--- config.mk ---
export PLATFORM = sky130hd
export DESIGN_NAME = muldiv_unit
export DESIGN_NICKNAME = d
export VERILOG_FILES = /design/src/rtl/muldiv_unit.sv
export SDC_FILE = /design/constraint.sdc
export NUM_CORES = 2
export LEC_CHECK = 0
export ABC_AREA = 1
export CORE_MARGIN = 8
export CORE_UTILIZATION = 45
export CTS_BUF_LIST = sky130_fd_sc_hd__clkbuf_8
export DETAILED_ROUTE_END_ITERATION = 7
export GPL_TIMING_DRIVEN = 0
export SYNTH_ARGS = -nofsm -noshare
export SYNTH_HDL_FRONTEND = slang
export SYNTH_SLANG_ARGS = --single-unit
--- constraint.sdc ---
create_clock -name clk -period 7.75 [get_ports clk]
set_input_delay 1.55 -clock clk [delete_from_list [all_inputs] [get_ports clk]]
set_output_delay 1.55 -clock clk [all_outputs]
set_load 0.005 [all_outputs]
--- src/rtl/muldiv_unit.sv ---
// muldiv_unit: shared multiply / divide unit for a CPU pipeline.
//   Multiply: full 2*WIDTH-bit product (signed or unsigned), MUL_STAGES-cycle latency.
//   Divide:   radix-2 restoring division on operand magnitudes, one quotient bit per
//             cycle, followed by one sign-correction cycle. A zero divisor takes an
//             early-out path (hi = a, lo = all ones, div_by_zero = 1).
// Ports:
//   clk         rising-edge clock
//   rst         asynchronous active-low reset
//   start       request an operation (sampled only in IDLE)
//   op          0 = multiply, 1 = divide
//   is_signed   1 = two's-complement operands
//   cancel      abort the operation in flight
//   a, b        operands (multiplicand/dividend, multiplier/divisor)
//   busy        high while multiplying or dividing
//   done        one-cycle pulse; hi/lo/div_by_zero valid in that cycle
//   hi, lo      product upper/lower half, or remainder/quotient
//   div_by_zero qualifies the current result: last divide had b = 0
module muldiv_unit #(
    parameter int WIDTH      = 32,
    parameter int MUL_STAGES = 2
) (
    input  logic             clk,
    input  logic             rst,
    input  logic             start,
    input  logic             op,
    input  logic             is_signed,
    input  logic             cancel,
    input  logic [WIDTH-1:0] a,
    input  logic [WIDTH-1:0] b,
    output logic             busy,
    output logic             done,
    output logic [WIDTH-1:0] hi,
    output logic [WIDTH-1:0] lo,
    output logic             div_by_zero
);

    typedef enum logic [1:0] {IDLE, MUL, DIV, DONE} state_t;

    localparam int CW = $clog2(WIDTH + 2);
    // Registered multiply stages before the result registers; the result
    // registers themselves form the final stage.
    localparam int PD = (MUL_STAGES > 1) ? MUL_STAGES - 1 : 1;

    state_t state_q, state_d;

    logic [WIDTH-1:0]   a_q, b_q;
    logic               sgn_q;
    logic [WIDTH-1:0]   dvs_q;      // divisor magnitude
    logic [WIDTH-1:0]   quo_q;      // dividend magnitude shifting out, quotient shifting in
    logic [WIDTH-1:0]   rem_q;      // partial remainder
    logic [CW-1:0]      cnt_q;
    logic [2*WIDTH-1:0] pipe_q [PD];
    logic [WIDTH-1:0]   hi_q, lo_q;
    logic               dbz_q;

    logic               accept;
    logic               div_step;
    logic               res_we;
    logic [WIDTH-1:0]   res_hi, res_lo;
    logic               res_dbz;

    logic               a_neg, b_neg;
    logic [2*WIDTH-1:0] a_ext, b_ext, prod_c, mul_res;
    logic [WIDTH:0]     shift_c, trial_c;
    logic [WIDTH-1:0]   q_fix, r_fix;
    logic [WIDTH-1:0]   a_mag_in, b_mag_in;

    assign accept = (state_q == IDLE) && start && !cancel;

    assign a_mag_in = (is_signed && a[WIDTH-1]) ? -a : a;
    assign b_mag_in = (is_signed && b[WIDTH-1]) ? -b : b;

    // ---------------- multiply datapath ----------------
    assign a_neg  = sgn_q & a_q[WIDTH-1];
    assign b_neg  = sgn_q & b_q[WIDTH-1];
    assign a_ext  = {{WIDTH{a_neg}}, a_q};
    assign b_ext  = {{WIDTH{b_neg}}, b_q};
    assign prod_c = a_ext * b_ext;

    generate
        if (MUL_STAGES == 1) begin : g_mul_direct
            assign mul_res = prod_c;
        end else begin : g_mul_piped
            assign mul_res = pipe_q[PD-1];
        end
    endgenerate

    always_ff @(posedge clk or negedge rst) begin
        if (!rst) begin
            for (int unsigned i = 0; i < PD; i++) pipe_q[i] <= '0;
        end else begin
            pipe_q[0] <= prod_c;
            for (int unsigned i = 1; i < PD; i++) pipe_q[i] <= pipe_q[i-1];
        end
    end

    // ---------------- divide datapath ----------------
    assign shift_c = {rem_q, quo_q[WIDTH-1]};
    assign trial_c = shift_c - {1'b0, dvs_q};
    assign q_fix   = (sgn_q && (a_q[WIDTH-1] ^ b_q[WIDTH-1])) ? -quo_q : quo_q;
    assign r_fix   = (sgn_q && a_q[WIDTH-1]) ? -rem_q : rem_q;

    // ---------------- FSM ----------------
    always_ff @(posedge clk or negedge rst) begin
        if (!rst) state_q <= IDLE;
        else      state_q <= state_d;
    end

    always_comb begin
        state_d  = state_q;
        busy     = 1'b0;
        done     = 1'b0;
        div_step = 1'b0;
        res_we   = 1'b0;
        res_hi   = hi_q;
        res_lo   = lo_q;
        res_dbz  = 1'b0;
        unique case (state_q)
            IDLE: begin
                if (accept) state_d = op ? DIV : MUL;
            end
            MUL: begin
                busy = 1'b1;
                if (cancel) begin
                    state_d = IDLE;
                end else if (cnt_q == CW'(MUL_STAGES - 1)) begin
                    state_d = DONE;
                    res_we  = 1'b1;
                    res_hi  = mul_res[2*WIDTH-1:WIDTH];
                    res_lo  = mul_res[WIDTH-1:0];
                end
            end
            DIV: begin
                busy = 1'b1;
                if (cancel) begin
                    state_d = IDLE;
                end else if (b_q == '0) begin
                    state_d = DONE;
                    res_we  = 1'b1;
                    res_hi  = a_q;
                    res_lo  = '1;
                    res_dbz = 1'b1;
                end else if (cnt_q == CW'(WIDTH)) begin
                    // sign-correction cycle after the last quotient bit
                    state_d = DONE;
                    res_we  = 1'b1;
                    res_hi  = r_fix;
                    res_lo  = q_fix;
                end else begin
                    div_step = 1'b1;
                end
            end
            DONE: begin
                done    = 1'b1;
                state_d = IDLE;
            end
            default: state_d = IDLE;
        endcase
    end

    always_ff @(posedge clk or negedge rst) begin
        if (!rst) begin
            a_q   <= '0;
            b_q   <= '0;
            sgn_q <= 1'b0;
            dvs_q <= '0;
            quo_q <= '0;
            rem_q <= '0;
            cnt_q <= '0;
        end else if (accept) begin
            a_q   <= a;
            b_q   <= b;
            sgn_q <= is_signed;
            dvs_q <= b_mag_in;
            quo_q <= a_mag_in;
            rem_q <= '0;
            cnt_q <= '0;
        end else if (busy) begin
            cnt_q <= cnt_q + CW'(1);
            if (div_step) begin
                if (!trial_c[WIDTH]) begin
                    rem_q <= trial_c[WIDTH-1:0];
                    quo_q <= {quo_q[WIDTH-2:0], 1'b1};
                end else begin
                    rem_q <= shift_c[WIDTH-1:0];
                    quo_q <= {quo_q[WIDTH-2:0], 1'b0};
                end
            end
        end
    end

    always_ff @(posedge clk or negedge rst) begin
        if (!rst) begin
            hi_q  <= '0;
            lo_q  <= '0;
            dbz_q <= 1'b0;
        end else if (res_we) begin
            hi_q  <= res_hi;
            lo_q  <= res_lo;
            dbz_q <= res_dbz;
        end
    end

    assign hi          = hi_q;
    assign lo          = lo_q;
    assign div_by_zero = dbz_q;

endmodule

-- Word level (Yosys, flattened, before mapping)
Index checks and enable logic that the tools add are counted.
- register bits after elaboration: 298
- output and inout bits: 67
- add/sub/neg operators: 6
- $mul: 1
- equal/unequal tests: 12
- multiplexer cells: 49
- bitwise operators: 3
- reductions and logical operators: 16
- operator list (cell ; count):
    $mux 32 ; 21
    $neg 32->32 ; 4
    $pmux 32 s2 ; 2
    $mul 33x33->64 ; 1
    $sub 33x32->33 ; 1
    $logic_not 32->1 ; 1
    $mux 1 ; 15
    $mux 2 ; 7
    $mux 6 ; 2
    $ne 2x2->1 const B ; 4
    $pmux 2 s4 ; 1
    $add 6x1->6 const B ; 1
    $eq 6x1->1 const B ; 1
    $eq 6x6->1 const B ; 1
    $logic_and 1x1->1 ; 6
    $ne 3x3->1 const B ; 2
    $reduce_and 6->1 ; 1
    $reduce_bool 2->1 ; 3
    $eq 2x2->1 const B ; 2
    $ne 4x4->1 const B ; 1
    $reduce_and 3->1 ; 1
    $and 1x1->1 ; 2
    $eq 2x1->1 const B ; 1
    $logic_not 2->1 ; 1
    other kinds (5) ; 5

-- Logic depth before layout (Yosys ltp)
- word-level depth: 8
- depth in mapped cells: 33

-- Worst setup path before layout
No wires, ideal clock.
- path type: reg-to-reg
- start point: register a_q[31]
- end point: register pipe_q (netlist bit mul_res[62])
- setup time: 117 ps
- arrival: 7560 ps
- data required time: 7633 ps
- setup slack: 74 ps
- cell stages (with the launch flop): 28
- buffers on the path: 3
- clock period less this slack: 7676 ps
- cells stage by stage: dfrtp_1 buf_2 nand2_2 clkbuf_1 buf_1 nor2_1 fa_1 fa_1 fa_1 inv_1 fa_1 inv_1 fa_1 fa_1 inv_1 fa_1 inv_1 fa_1 ha_1 nand2_1 nor2_1 inv_1 nor2_1 inv_1 nor4_1 nand2_1 nand3_1 nand2_1
- cells in the longest elaborated chain, start to end: 2
- ends and longest elaborated chain (item ; RTL line ; source):
    start, declared ; 46 ; logic [WIDTH-1:0] a_q, b_q;
    start signal, assigned ; 163 ; a_q <= '0;
    start signal, assigned ; 171 ; a_q <= a;
    $and 1x1->1 ; 74 ; assign a_neg = sgn_q & a_q[WIDTH-1];
    $mul 33x33->64 * ; 78 ; assign prod_c = a_ext * b_ext;
    named net prod_c[62] ; 63 ; logic [2*WIDTH-1:0] a_ext, b_ext, prod_c, mul_res;
    end, declared ; 52 ; logic [2*WIDTH-1:0] pipe_q [PD];
Mark *: on every way through the listed nets, which the timed path passes. The rest lies on a longest branch.
A chain may end at the register's enable or synchronous reset.

-- Final worst setup path
- start point: register b_q[1]
- end point: register pipe_q (netlist bit mul_res[56])
- cells in the longest elaborated chain, start to end: 1
- ends and longest elaborated chain (item ; RTL line ; source):
    start, declared ; 46 ;
    start signal, assigned ; 164 ; b_q <= '0;
    start signal, assigned ; 172 ; b_q <= b;
    $mul 33x33->64 ; 78 ;
    named net prod_c[56] ; 63 ;
The timed path passes the listed nets, and every way through them passes these cells.

==> flow_summary.yaml <==
sta:
  setup_viol: 1
  rsz0062_at_grt: "true"
  drv_slew: 0
  relSlewSlack_pct: 17.1
  clock_skew_ns: 0.0566
  clock.fmax_mhz: 128
  setup_slack_ns: -0.0474
  period_needed_ns: 7.80
  period_share_pct: 101
  worst_pin_slew_ns: 1.24
  hold_viol_final: 0
floorplanning:
  die_height_um: 375
  die_w_um: 375
  dieArea_um2: 141000
  start_util_pct: 45.4
  core_um2: 128000
  fp-row-count: 131
  ioPinCount: 137
worst_setup_path:
  slowest_stage: "dfrtp_1"
  critPathRequiredTime_ns: 8.28
  slowest_delay_ns: 0.69
  r2r_cells: 22
  endpoint_kind: "flip-flop"
  cp_data_arrival_time_ns: 8.32
  path_cells: "nand2_1 > nor2_4 > fa_2 > fa_2 > fa_2 > clkinvlp_4 > buf_12 > fa_1 > inv_1 > fa_1 > fa_1 > fa_1 > fa_1 > ha_1 > a21oi_1 > o21ai_0 > a21oi_2 > nor2_1 > nor3_1 > nand3_1 > nand2_1 > nand2_1"
  path_common_cell: "fa_1"
  path_class: "reg2reg"
  cp_max_fo: 10
  startpoint_type: "flip-flop"
grt:
  antenna_found_initial: 14
  grt_pass1_wl_mm: 362
  grt_pass1_vias: 51700
  grt_overflow: 0
  grt_usage_pct: 35.4
  grt_start_max_net_pins: 119
cts:
  cts.path.max_buffers: 3
  cts_tree: "yes"
  cts_root_buffer: "clkbuf_8"
  cts_sinks: 297
  htree_levels: 2
  clk_pin_slew_ns: 0.07
  clock_latency_ns: 0.70
  numCtsBuffers: 49
routing:
  via_per_inst: 5.47
  first_iter_violations: 6184
  routed_wl_mm: 252
  drcViolationCount: 0
  antenna_left: 0
  post_drt_wl_per_cell_um: 26.2
  drtPass1Iterations: 6
  vias: 52500
cells_and_area:
  fill_cells: 12900
  mostFrequentLayoutCells: "nand2_1, inv_1, fa_1"
  syn2layout_area_growth_pct: 10.4
  postLayoutCoreUtil_pct: 50.1
  finalNonFillerCells: 9589
  drive_gt1_share_pct: 7.50
  final_common_cell: "nand2_1"
  layout.nets: 9329
place:
  dp_hpwl_mm: 212
  io_buffer_count: 136
  dp_cells: 9506
  gp_congestion: 1.06
synthesis:
  synth-seq-cells: 297
  ys_seq_area_share_pct: 12.8
  synthTopCellsByArea: "fa_1, nand2_1, dfrtp_1"
  synth_top_area_share_pct: 38.9
  netlist_area_um2: 58000
  avgSynthCellArea_um2: 7.53
  synth_nets: 9158
  yosysWarnings: 0
  synth_top_area_cell: "fa_1"
  syn_inst: 7705
  ys_types: 50
flow_run:
  maxCapViolCount: 0
run_status:
  status: "complete, but fails checks"
  violations: "setup timing"
hold_path:
  hold_depth: 2
  hold_path.class: "reg2reg"
-- layout make-up --
| type | count | area (um2) | share of cell area [%] |
|---|---|---|---|
| clock buffer | 62 | 853 | 1.33 |
| buffer | 297 | 1640 | 2.56 |
| timing repair buffer | 173 | 1760 | 2.75 |
| multi-input combinational | 5173 | 42700 | 66.7 |
| antenna | 10 | 25.0 | 0.0391 |
| clock inverter | 30 | 323 | 0.504 |
| inverter | 1885 | 7100 | 11.1 |
| sequential | 297 | 7510 | 11.7 |
| tap | 1662 | 2080 | 3.25 |
-- registers in the layout (all words and copies together), names as in the netlist --
| register | flops |
|---|---|
| div_by_zero | 1 |
| cnt_q | 6 |
| dvs_q | 31 |
| lo | 32 |
| rem_q | 32 |
| quo_q | 32 |
| a_q | 32 |
| state_q | 2 |
| mul_res | 64 |
| sgn_q | 1 |
| b_q | 32 |
| hi | 32 |
-- metrics by stage --
step,setup TNS (ns),setup slack [ns],hold WS [ns],area [um2]
4_1_cts,-0.00123,-0.00123,0.484,63300
3_5_place_dp,-55.91,-2.17,0.467,61500
5_1_grt,-1.09,-0.157,0.502,64000
3_3_place_gp,-2545.24,-8.43,0.464,61400
6_report,-0.0474,-0.0474,0.481,64000
2_1_floorplan,0,0.0736,0.453,58000
-- cell usage after synthesis (all sizes together) --
cell / count
nand2: 2257
inv: 1881
fa: 1126
nor2: 509
dfrtp: 297
clkbuf: 289
nand3: 283
ha: 257
o21ai: 244
a21oi: 166
nand4: 64
buf: 61
xor2: 52
nor3: 42
xnor2: 29
o211ai: 25
a31oi: 20
o21bai: 17
nand3b: 11
o21a: 10
o221ai: 10
o22ai: 10
or2: 10
nor4: 6
a21o: 5
and2: 5
clkinv: 4
a21boi: 3
a22oi: 3
o41ai: 2
a211oi: 1
a31o: 1
a32oi: 1
and3: 1
mux2i: 1
o311ai: 1
o31ai: 1
-- cells by family after synthesis --
kind of cell | share of synthesized area [%]
DFF | 12.8
adders and majority gates | 44.4
buffers and inverters | 14.6
AOI/OAI and AO/OA | 4.93
xor gates and xnor gates | 1.22
and+or+nand+nor | 21.9
muxes | 0.0173
-- final timing paths --
path / to / slack (ns) / start
setup / recovery: mul_res[56] / -0.05 / b_q[1]
hold / removal: hi[3] / 0.48 / hi[3]
setup reg to reg: mul_res[56] / -0.05 / b_q[1]
hold reg to reg: hi[3] / 0.48 / hi[3]
max in group asynchronous: b_q[17] / 5.90 / rst
min in group asynchronous: quo_q[24] / 0.65 / rst
-- worst max-delay path: cells and delay by family, from the launching register on --
kind | cells | cell delay [ns]
adder cells (fa/ha/maj) | 9 | 4.77
AND/OR/NAND/NOR | 7 | 1.02
AO/OA/AOI/OAI | 3 | 0.82
flip-flops | 1 | 0.69
buffers and inverters | 3 | 0.35
-- routing by layer --
layer	global-route usage, %	part of all wire [%]	vias to the layer above
li1	-	-	22800
met1	49.1	41	26200
met2	51.5	42	2890
met3	9.60	12	582
met4	16.3	5.8	8
met5	0	0.018	-
-- timing repair --
| action | CTS | global route |
|---|---|---|
| cloned | 0 | 0 |
| gates resized for setup | 307 | 273 |
| hold buffers | 0 | 0 |
| setup buffers | 17 | 18 |
| pin swaps | 16 | 32 |
| endpoints found under the setup margin | 46 | 38 |
Power is not shown: default switching activity piles up to over one toggle a cycle in this logic, so the estimate is an artifact.
